<file path="src/rtl/regfile_pkg.sv">
// Shared constants for the GB80 register-file write path: register and pair
// indices, scheduler state encoding, and the F-register low-nibble mask.
package regfile_pkg;

  localparam logic [2:0] REG_B = 3'd0;
  localparam logic [2:0] REG_C = 3'd1;
  localparam logic [2:0] REG_D = 3'd2;
  localparam logic [2:0] REG_E = 3'd3;
  localparam logic [2:0] REG_H = 3'd4;
  localparam logic [2:0] REG_L = 3'd5;
  localparam logic [2:0] REG_A = 3'd6;
  localparam logic [2:0] REG_F = 3'd7;

  localparam logic [1:0] PAIR_BC = 2'd0;
  localparam logic [1:0] PAIR_DE = 2'd1;
  localparam logic [1:0] PAIR_HL = 2'd2;
  localparam logic [1:0] PAIR_AF = 2'd3;

  typedef enum logic {
    ST_IDLE = 1'b0,
    ST_LO   = 1'b1
  } state_t;

  // F keeps its low nibble at zero no matter what is written.
  localparam logic [7:0] F_LOW_MASK = 8'hF0;

  // Byte register holding half of a pair: lo=0 gives the high byte register.
  function automatic logic [2:0] pair_reg(input logic [1:0] pair, input logic lo);
    return {pair, lo};
  endfunction

endpackage

</file>
<file path="src/rtl/rr_arbiter.sv">
// Round-robin arbiter: the grant goes to the first request after the last
// granted index; the pointer only moves when the grant is actually taken.
module rr_arbiter #(
  parameter int NUM_REQ = 3
) (
  input  logic               clk,
  input  logic               rst,
  input  logic [NUM_REQ-1:0] req,
  input  logic               enable,
  input  logic               advance,
  output logic [NUM_REQ-1:0] grant
);

  localparam int PTR_W = (NUM_REQ > 1) ? $clog2(NUM_REQ) : 1;

  logic [PTR_W-1:0] ptr;
  logic [PTR_W-1:0] gidx;
  logic [PTR_W-1:0] cand;
  logic             found;

  always_comb begin
    grant = '0;
    gidx  = ptr;
    found = 1'b0;
    cand  = '0;
    for (int k = 1; k <= NUM_REQ; k++) begin
      cand = PTR_W'((int'(ptr) + k) % NUM_REQ);
      if (enable && !found && req[cand]) begin
        grant[cand] = 1'b1;
        gidx        = cand;
        found       = 1'b1;
      end
    end
  end

  // Reset value makes requester 0 the first one searched.
  always_ff @(posedge clk or posedge rst) begin
    if (rst) begin
      ptr <= PTR_W'(NUM_REQ - 1);
    end else if (advance) begin
      ptr <= gidx;
    end
  end

endmodule

</file>
<file path="src/rtl/regfile_write_sched.sv">
// Write-port scheduler for the GB80 byte register file: arbitrates requesters
// onto one registered write path and splits pair writes into high-then-low bytes.
module regfile_write_sched
  import regfile_pkg::*;
#(
  parameter int NUM_REQ    = 3,
  parameter int DATA_WIDTH = 8,
  parameter int NUM_REGS   = 8
) (
  input  logic                            i_clk,
  input  logic                            i_reset,
  input  logic [NUM_REQ-1:0]              i_req_valid,
  output logic [NUM_REQ-1:0]              o_req_ready,
  input  logic [NUM_REQ-1:0]              i_req_pair,
  input  logic [3*NUM_REQ-1:0]            i_req_idx,
  input  logic [2*DATA_WIDTH*NUM_REQ-1:0] i_req_data,
  output logic [NUM_REGS-1:0]             o_reg_we,
  output logic [DATA_WIDTH-1:0]           o_reg_wdata,
  output logic                            o_busy
);

  localparam logic [DATA_WIDTH-1:0] F_MASK = DATA_WIDTH'(F_LOW_MASK);

  state_t                  state;
  logic [NUM_REQ-1:0]      grant;
  logic                    hs;
  logic                    sel_pair;
  logic [2:0]              sel_idx;
  logic [2*DATA_WIDTH-1:0] sel_data;
  logic [2:0]              lo_idx;
  logic [DATA_WIDTH-1:0]   lo_data;

  function automatic logic [DATA_WIDTH-1:0] f_guard(input logic [2:0] idx,
                                                    input logic [DATA_WIDTH-1:0] d);
    return (idx == REG_F) ? (d & F_MASK) : d;
  endfunction

  function automatic logic [NUM_REGS-1:0] reg_sel(input logic [2:0] idx);
    return NUM_REGS'(1) << idx;
  endfunction

  rr_arbiter #(
    .NUM_REQ (NUM_REQ)
  ) u_arb (
    .clk     (i_clk),
    .rst     (i_reset),
    .req     (i_req_valid),
    .enable  (state == ST_IDLE),
    .advance (hs),
    .grant   (grant)
  );

  assign o_req_ready = grant;
  assign hs          = |(i_req_valid & grant);
  assign o_busy      = (state == ST_LO);

  always_comb begin
    sel_pair = 1'b0;
    sel_idx  = '0;
    sel_data = '0;
    for (int i = 0; i < NUM_REQ; i++) begin
      if (grant[i]) begin
        sel_pair = i_req_pair[i];
        sel_idx  = i_req_idx[3*i +: 3];
        sel_data = i_req_data[2*DATA_WIDTH*i +: 2*DATA_WIDTH];
      end
    end
  end

  // The high byte of a pair always lands on an even register, never F.
  always_ff @(posedge i_clk or posedge i_reset) begin
    if (i_reset) begin
      state       <= ST_IDLE;
      o_reg_we    <= '0;
      o_reg_wdata <= '0;
      lo_idx      <= '0;
      lo_data     <= '0;
    end else if (state == ST_LO) begin
      o_reg_we    <= reg_sel(lo_idx);
      o_reg_wdata <= f_guard(lo_idx, lo_data);
      state       <= ST_IDLE;
    end else if (hs && sel_pair) begin
      o_reg_we    <= reg_sel(pair_reg(sel_idx[1:0], 1'b0));
      o_reg_wdata <= sel_data[2*DATA_WIDTH-1:DATA_WIDTH];
      lo_idx      <= pair_reg(sel_idx[1:0], 1'b1);
      lo_data     <= sel_data[DATA_WIDTH-1:0];
      state       <= ST_LO;
    end else if (hs) begin
      o_reg_we    <= reg_sel(sel_idx);
      o_reg_wdata <= f_guard(sel_idx, sel_data[DATA_WIDTH-1:0]);
    end else begin
      o_reg_we    <= '0;
    end
  end

endmodule
</file>
<file path="config.mk">
export PLATFORM = sky130hd
export DESIGN_NAME = regfile_write_sched
export DESIGN_NICKNAME = d
export VERILOG_FILES = /design/src/rtl/regfile_pkg.sv /design/src/rtl/rr_arbiter.sv /design/src/rtl/regfile_write_sched.sv
export SDC_FILE = /design/constraint.sdc
export NUM_CORES = 1
export LEC_CHECK = 0
export CAP_MARGIN = 20
export CORE_MARGIN = 4
export CORE_UTILIZATION = 49
export DETAILED_ROUTE_END_ITERATION = 6
export PLACE_DENSITY = 0.87
export SETUP_SLACK_MARGIN = 0.4
export SYNTH_ARGS = -nofsm -noshare
export SYNTH_HDL_FRONTEND = slang
export SYNTH_SLANG_ARGS = --single-unit
</file>
<file path="constraint.sdc">
create_clock -name i_clk -period 5.67 [get_ports i_clk]
set_clock_uncertainty 0.15 [all_clocks]
set_input_delay 1.4175 -clock i_clk [delete_from_list [all_inputs] [get_ports i_clk]]
set_output_delay 1.4175 -clock i_clk [all_outputs]
set_load 0.05 [all_outputs]
</file>
Word level (Yosys, flattened, before mapping). Cells that the tools add are included. Widths: inputs -> output; s select.

Add/sub/neg operators: 3. $mul: 0. Divide/modulo/power cells: 3. Magnitude comparators: 6. Equal/unequal tests: 2. Shifts and indexed selects: 3. Muxes and demuxes: 39. Bitwise logic cells: 4. Reductions and logical operators: 16.

Operators with widths (count): $mod 32x3->32 const B (3); $mux 16 (3); $mux 8 (6); $shl 1x3->8 const A (3); $mux 3 (6); $mux 1 (13); $logic_and 1x1->1 (9); $lt 2x3->1 const B (3); $mux 4 (2); $add 2x2->3 const B (2); $bmux 1 s2 (3); $demux 1 s2 (3); $eq 3x3->1 const B (2); $ge 2x1->1 const B (3); $mux 2 (3); $or 3x3->3 (2); $reduce_bool 3->1 (2); $reduce_and 2->1 (2); $add 2x1->3 const B (1); $and 3x3->3 (1); $reduce_or 3->1 (1); $logic_not 1->1 (2); $not 1->1 (1).

Register bits: 30. Bits in latches: 0. RAM bits: 0. Bits in read-only memories: 0. Bits of input ports: 65. Output and inout port bits: 20. Logic and storage cells: 82. Memories kept: 0.

Logic depth before layout (Yosys ltp). Gate-level depths: netlist of the first run.

Depth after elaboration: 22. Gate-level depth with buffers: 14. Gate-level depth less buffers: 10.

Modules after synthesis. From an unflattened synthesis of the first run, not the netlist that was laid out.

Cells, all modules: 246. Area, all modules: 2148.3 sq um.

By module, submodules not included: regfile_write_sched (times used 1, cells an instance 188, area each 1661.6 sq um, seq. area each 700.7 sq um); rr_arbiter (times used 1, cells an instance 58, area each 486.7 sq um, seq. area each 51.3 sq um).

Worst setup path before layout of the first run. OpenSTA, ideal clock, no wires.

Path type: input port to output port. From: in i_req_valid[1]. To: out o_req_ready[0]. Data arrival time: 2760 ps. Data required time: 4103 ps. Path slack: 1343 ps. Stages: 7. Buffers on the path: 2. Cell sequence: mux2i_1 -> o2bb2ai_1 -> a32o_1 -> buf_2 -> buf_2 -> nor2_1 -> inv_1.

Cells in the longest elaborated chain, start to end: 12. Elaborated cells between the ends (all ways): 20. Those cells by class: mux (11); bitwise (2); reduce/logical (7).

RTL lines: start: declaration (RTL line regfile_write_sched.sv:12) `input logic [NUM_REQ-1:0] i_req_valid,`; $bmux 1 s2 (RTL line rr_arbiter.sv:28) `if (enable && !found && req[cand]) begin`; $mux 1 (implied by the code) (RTL line rr_arbiter.sv:28); $logic_and 1x1->1 (RTL line rr_arbiter.sv:28); $mux 1 (RTL line rr_arbiter.sv:28); $logic_not 1->1 (RTL line rr_arbiter.sv:28); $logic_and 1x1->1 (2 in a row) (RTL line rr_arbiter.sv:28); $mux 1 (RTL line rr_arbiter.sv:28); $logic_not 1->1 (RTL line rr_arbiter.sv:28); $logic_and 1x1->1 (2 in a row) (RTL line rr_arbiter.sv:28); $mux 3 (*) (RTL line rr_arbiter.sv:28); end: declaration (RTL line regfile_write_sched.sv:13) `output logic [NUM_REQ-1:0] o_req_ready,`.

Mark *: on every way between the ends. The rest lies on a longest branch, timed or not. The select of a mux whose other input is x is not followed.

Final worst setup path of the first run.
From: in i_req_valid[2]. To: out o_req_ready[0].

Same word-level chain as after synthesis.

==> metrics.cfg, run 1 <==
[timing]
rsz0062_at_grt=false
tightestPinTransition_ps=861
setup_viol=0
fin_tns_setup_ps=0
max_freq_mhz=207
fin_crit_sh_pct=85.2
hold_viol=0
setup_ws_ps=837
relSlewSlack_pct=42.6
period_needed_ps=4830
finalMaxSlewViolations=0

[run_status]
outcome=finished, final reports clean

[global_routing]
grt_usage_pct=25.8
grt_pass1_vias=2563
top_usage_layer=met2
gr-usage-met3_pct=5.74
grt_remaining_overflow=0
grt_pass1_wl_um=12400
grt_max_degree=42
grt_use_met2_pct=42.6
antenna_found_initial=0
gr-usage-met1_pct=32.6

[cts]
post_cts_resized=0
cts_setup_buffers=0
clock_path_buffers=2
cts_tree=built
hold_buffers=0
htree_num_levels=2
cts_buffers=5
worstSkewPairLatency_ps=280
clk_pin_slew_ps=70
cts.root.buffer_cell=clkbuf_8
cts_sinks=30

[pwr]
peakVddDrop_v=0.000560
p_leak_nw=1.29
p_per_area_nw_per_um2=713

[floorplan]
die_w_um=76.8
rows=24
io_pins=85
dieHeight_um=76.8
start_util_pct=51.9
dieArea_um2=5900
core-area_um2=4470

[route]
num_vias=2599
drt_iter0_markers=286
dr.pass1.iters=5
wl_um=7530
drcViolationCount=0
via_per_inst=6.55
ant_nets=0
wl_per_cell_um=19.0

[job]
drv_cap=0

[placement]
post-place-ws_ps=778
hpwl_um=5480
io_buffers=84
gp_congestion=0.954

[layout]
syn2layout_area_growth_pct=41.1
multiInputGateArea_um2=1400
nFillCells=335
drive_gt1_share_pct=9.86
antenna_cells=0
nets=413
regArea_um2=752

[synth]
synth_top_area_cell=dfrtp_1
ys_seq_area_share_pct=32.4
syn_area_um2=2320
postSynthAreaPerCell_um2=8.66
synthesis.nets=337
synth_top_cells_by_area=dfrtp_1 31%, o211ai_1 6.1%, nand2_1 4.5%
ys_seq_elements=30
syn_inst=268
synth-edff-count=0
synth_flop_cell=dfrtp_1
yosysWarnings=0
synth_cell_type_count=59
ys_async_sr_fraction_pct=100
synth_top_area_share_pct=31.3

[worst_setup_path]
critPathKind=primary input to output pin
arrival_ps=3270
endpoint_kind=output pin
r2r-start=u_arb.ptr[0]
r2r_end=lo_data[2]
start_kind=primary input
reg2regPathDepth=10
path_max_fanout=8
critPathRequiredTime_ps=4100
ff2ff_setup_slack_ps=1650

[min_path]
hold_path_class=flop to flop
hold_path_end=u_arb.ptr[1]
holdPathStages=2
min_from=u_arb.ptr[1]

[logic make-up (layout without fill, tap and decap cells)]
family | count (synthesis) | count (layout) | share of synthesized area [%]
AOI/OAI and AO/OA | 109 | 109 | 36.0
and+or+nand+nor | 82 | 82 | 17.0
buffers and inverters | 32 | 109 | 7.22
DFF | 30 | 30 | 32.4
muxes | 11 | 11 | 5.17
adders and majority gates | 4 | 4 | 2.16
[registers in the layout (all words and copies together), names as in the netlist]
name,flops
o_busy,1
o_reg_we,8
u_arb.ptr,2
o_reg_wdata,8
lo_data,8
lo_idx,3
[cell type report]
cell class / count / area share, %
Multi-Input combinational cell: 206 / 42.8
Timing Repair Buffer: 90 / 28.2
Sequential cell: 30 / 23.0
Clock buffer: 7 / 2.64
Tap cell: 52 / 1.99
Inverter: 11 / 1.26
Clock inverter: 1 / 0.153
[placed cells by master (no fill, tap or decap), types with 3 or more instances in the layout]
master	count
clkdlybuf4s50_1	81
nand4_1	3
a41oi_1	3
o22ai_1	9
a31o_2	3
and2_1	3
o21a_1	3
nand2_1	28
nand2b_1	4
mux2_1	4
a31oi_1	16
o21ai_0	12
nand3_1	5
nor2_1	18
nor2b_1	6
dfrtp_1	29
o32a_1	3
a221oi_1	3
buf_4	6
ha_1	4
o2111a_1	3
o31ai_1	5
o211ai_1	19
clkbuf_8	6
a21oi_1	7
nor3_1	6
mux2_2	4
inv_1	10
a21o_1	3
mux2i_1	3
[how the worst max path moves through the flow]
stage	startpoint	endpoint	slack (ps)	cells past startpoint
finish	i_req_valid[2]	o_req_ready[0]	840	7
global route	i_req_valid[2]	lo_data[2]	650	8
CTS	i_req_valid[2]	o_req_ready[0]	860	7
detailed placement	i_req_valid[2]	lo_data[2]	780	9
global placement	i_req_valid[2]	o_req_ready[0]	880	7
floorplan	i_req_valid[1]	o_req_ready[0]	1340	7
[metal layers]
layer  routed length, µm  part of all wire, %
met3                 643                  8.5
met1                3020                   40
met2                3640                   48
met5                   0                    0
met4                 223                  3.0
[report_power, final]
part / internal, mW / switching, mW / leakage, nW
Clock: 0.0978 / 0.0820 / 0.0482
Combinational: 0.667 / 1.11 / 0.859
Sequential: 0.309 / 0.0662 / 0.378
[stage by stage]
step	area, µm²	hold WS, ps	power [mW]	std cells	util [%]
finish	3270	362	2.34	397	73.2
global route	3270	379	2.51	397	73.2
CTS	3270	356	2.31	397	73.2
detailed placement	3180	341	2.12	389	71.1
global placement	3160	324	2.08	388	70.5
floorplan	2320	314	1.72	268	-
[worst max-delay path, stage by stage]
cell and delay [ps]:
clkdlybuf4s50_1 620, mux2i_1 160, or2_2 310, a32o_1 240, nor2_1 230, inv_1 120
buf_12 160
[cells in the mapped netlist, drive strengths merged, types with 2 or more instances]
master,instances
a21o,3
a21oi,8
a221oi,3
a31o,3
a31oi,16
a32oi,2
a41oi,3
and2,3
buf,18
clkbuf,3
dfrtp,29
ha,4
inv,11
mux2,8
mux2i,3
nand2,29
nand2b,4
nand3,5
nand3b,2
nand4,3
nor2,18
nor2b,6
nor3,6
o2111a,3
o2111ai,2
o211ai,20
o21a,3
o21ai,14
o22ai,10
o31ai,5
o32a,3
or2,2
Power figures use the tool's default switching activity.
==> run 2: changes to the inputs <==
--- a/config.mk
+++ b/config.mk
@@ -7,9 +7,11 @@
 export LEC_CHECK = 0
 export CAP_MARGIN = 20
 export CORE_MARGIN = 4
-export CORE_UTILIZATION = 49
+export CORE_UTILIZATION = 50
 export DETAILED_ROUTE_END_ITERATION = 6
-export PLACE_DENSITY = 0.87
+export DONT_BUFFER_PORTS = 1
+export GPL_ROUTABILITY_DRIVEN = 0
+export PLACE_DENSITY = 0.62
 export SETUP_SLACK_MARGIN = 0.4
 export SYNTH_ARGS = -nofsm -noshare
 export SYNTH_HDL_FRONTEND = slang
==> run 2 against run 1 <==
Sequential cell count unchanged. First-iteration DRC count down 57%. Routed wire length down 14%. Critical path type unchanged. Non-clock buffer count down 86. Via count down 17%. Utilization down 18 points. Global-route usage down 3.7 points. Setup slack better by 220 ps.
==> metrics.cfg, run 2 (synthesis results as in run 1) <==
[run_status]
outcome=finished, final reports clean

[global_routing]
grt_remaining_overflow=0
grt_pass1_wl_um=10500
antenna_found_initial=0
grt_pass1_vias=2141
grt_usage_pct=22.1
grt_max_degree=42

[job]
drv_cap=0

[timing]
period_needed_ps=4610
setup_viol=0
hold_viol=0
tightestPinTransition_ps=847
fin_crit_sh_pct=81.4
relSlewSlack_pct=43.5
max_freq_mhz=217
fin_tns_setup_ps=0
rsz0062_at_grt=false
finalMaxSlewViolations=0

[layout]
stdcell_area_um2=2430
post-route-util_pct=55.1
mostFrequentLayoutCells=29 x dfrtp_1, 28 x nand2_1, 19 x o211ai_1
instances_no_fill=311
reg_top3=lo_data: 8 flops, o_reg_wdata: 8 flops, o_reg_we: 8 flops
antenna_cells=0
mostFrequentLayoutCell=dfrtp_1
nets=327
syn2layout_area_growth_pct=4.80
drive_gt1_share_pct=11.6

[placement]
placed_cell_area_um2=2290
place_inst=303
io_buffers=0
hpwl_um=4790

[cts]
cts.root.buffer_cell=clkbuf_8
clock_path_buffers=2
cts_setup_buffers=0
worstSkewPairLatency_ps=280
cts_tree=built
cts_buffers=5
clk_pin_slew_ps=70
htree_num_levels=2
hold_buffers=0
post_cts_resized=0
cts_sinks=30

[floorplan]
rows=24
dieArea_um2=5800
core-area_um2=4410
die_w_um=76.1
start_util_pct=52.6
dieHeight_um=76.1
io_pins=85

[worst_setup_path]
critPathRequiredTime_ps=4100
start_kind=primary input
r2r-start=u_arb.ptr[0]
critPathKind=primary input to output pin
ff2ff_setup_slack_ps=1730
crit_slowest_cell=and3_1
slowest_delay_ps=570
reg2regPathDepth=11
arrival_ps=3050
endpoint_kind=output pin
crit_chain=mux2i_1 > o211a_4 > and3_1 > nor2_1 > inv_1
r2r_end=lo_data[7]
path_max_fanout=17

[min_path]
min_from=lo_data[2]
hold_path_class=flop to flop
hold_path_end=lo_data[2]
holdPathStages=1

[route]
ant_nets=0
dr.pass1.iters=5
drt_iter0_markers=124
wl_um=6500
via_per_inst=6.90
drcViolationCount=0
wl_per_cell_um=20.9
num_vias=2147

==> run 2: cell type report <==
class	instances	area, µm²
well taps	52	65.1
clock inverters	2	60.1
inverters	11	41.3
repair buffers	4	30.0
fillers	417	1980
flip-flops and latches	30	752
multi-input cells	206	1400
clock buffers	6	82.6
==> run 2: through the flow <==
step | setup slack [ps] | hold WS (ps)
6_report | 1060 | 354
4_1_cts | 1070 | 353
2_1_floorplan | 1340 | 314
5_1_grt | 894 | 363
3_3_place_gp | 1140 | 326
3_5_place_dp | 1070 | 336
==> run 2: how the worst max path moves through the flow <==
stage	from	to	cells past startpoint
6_report	i_req_valid[2]	o_req_ready[0]	5
5_1_grt	i_req_valid[2]	o_req_ready[0]	5
4_1_cts	i_req_valid[2]	o_req_ready[0]	5
3_5_place_dp	i_req_valid[2]	o_req_ready[0]	5
3_3_place_gp	i_req_valid[2]	o_req_ready[0]	5
2_1_floorplan	i_req_valid[1]	o_req_ready[0]	7
==> run 2: worst max-delay path: cells and delay by family <==
kind	cells	cell delay, ps
AND/OR/NAND/NOR	2	750
AO/OA/AOI/OAI	1	230
buffers and inverters	1	370
multiplexers	1	260
==> run 2: routing by layer <==
metal  part of all wire [%]  vias to the layer above  global-route usage (%)
met2                     48                       97                    35.4
met3                    8.4                       10                    6.50
met5                      0                        -                       0
met1                     41                     1032                    27.5
li1                       -                     1008                       -
met4                    2.2                        0                    9.27
Power of run 2 is left out: the tool's default activity adds up to more than one toggle a clock period on the data nets, which glitch-free logic cannot reach.
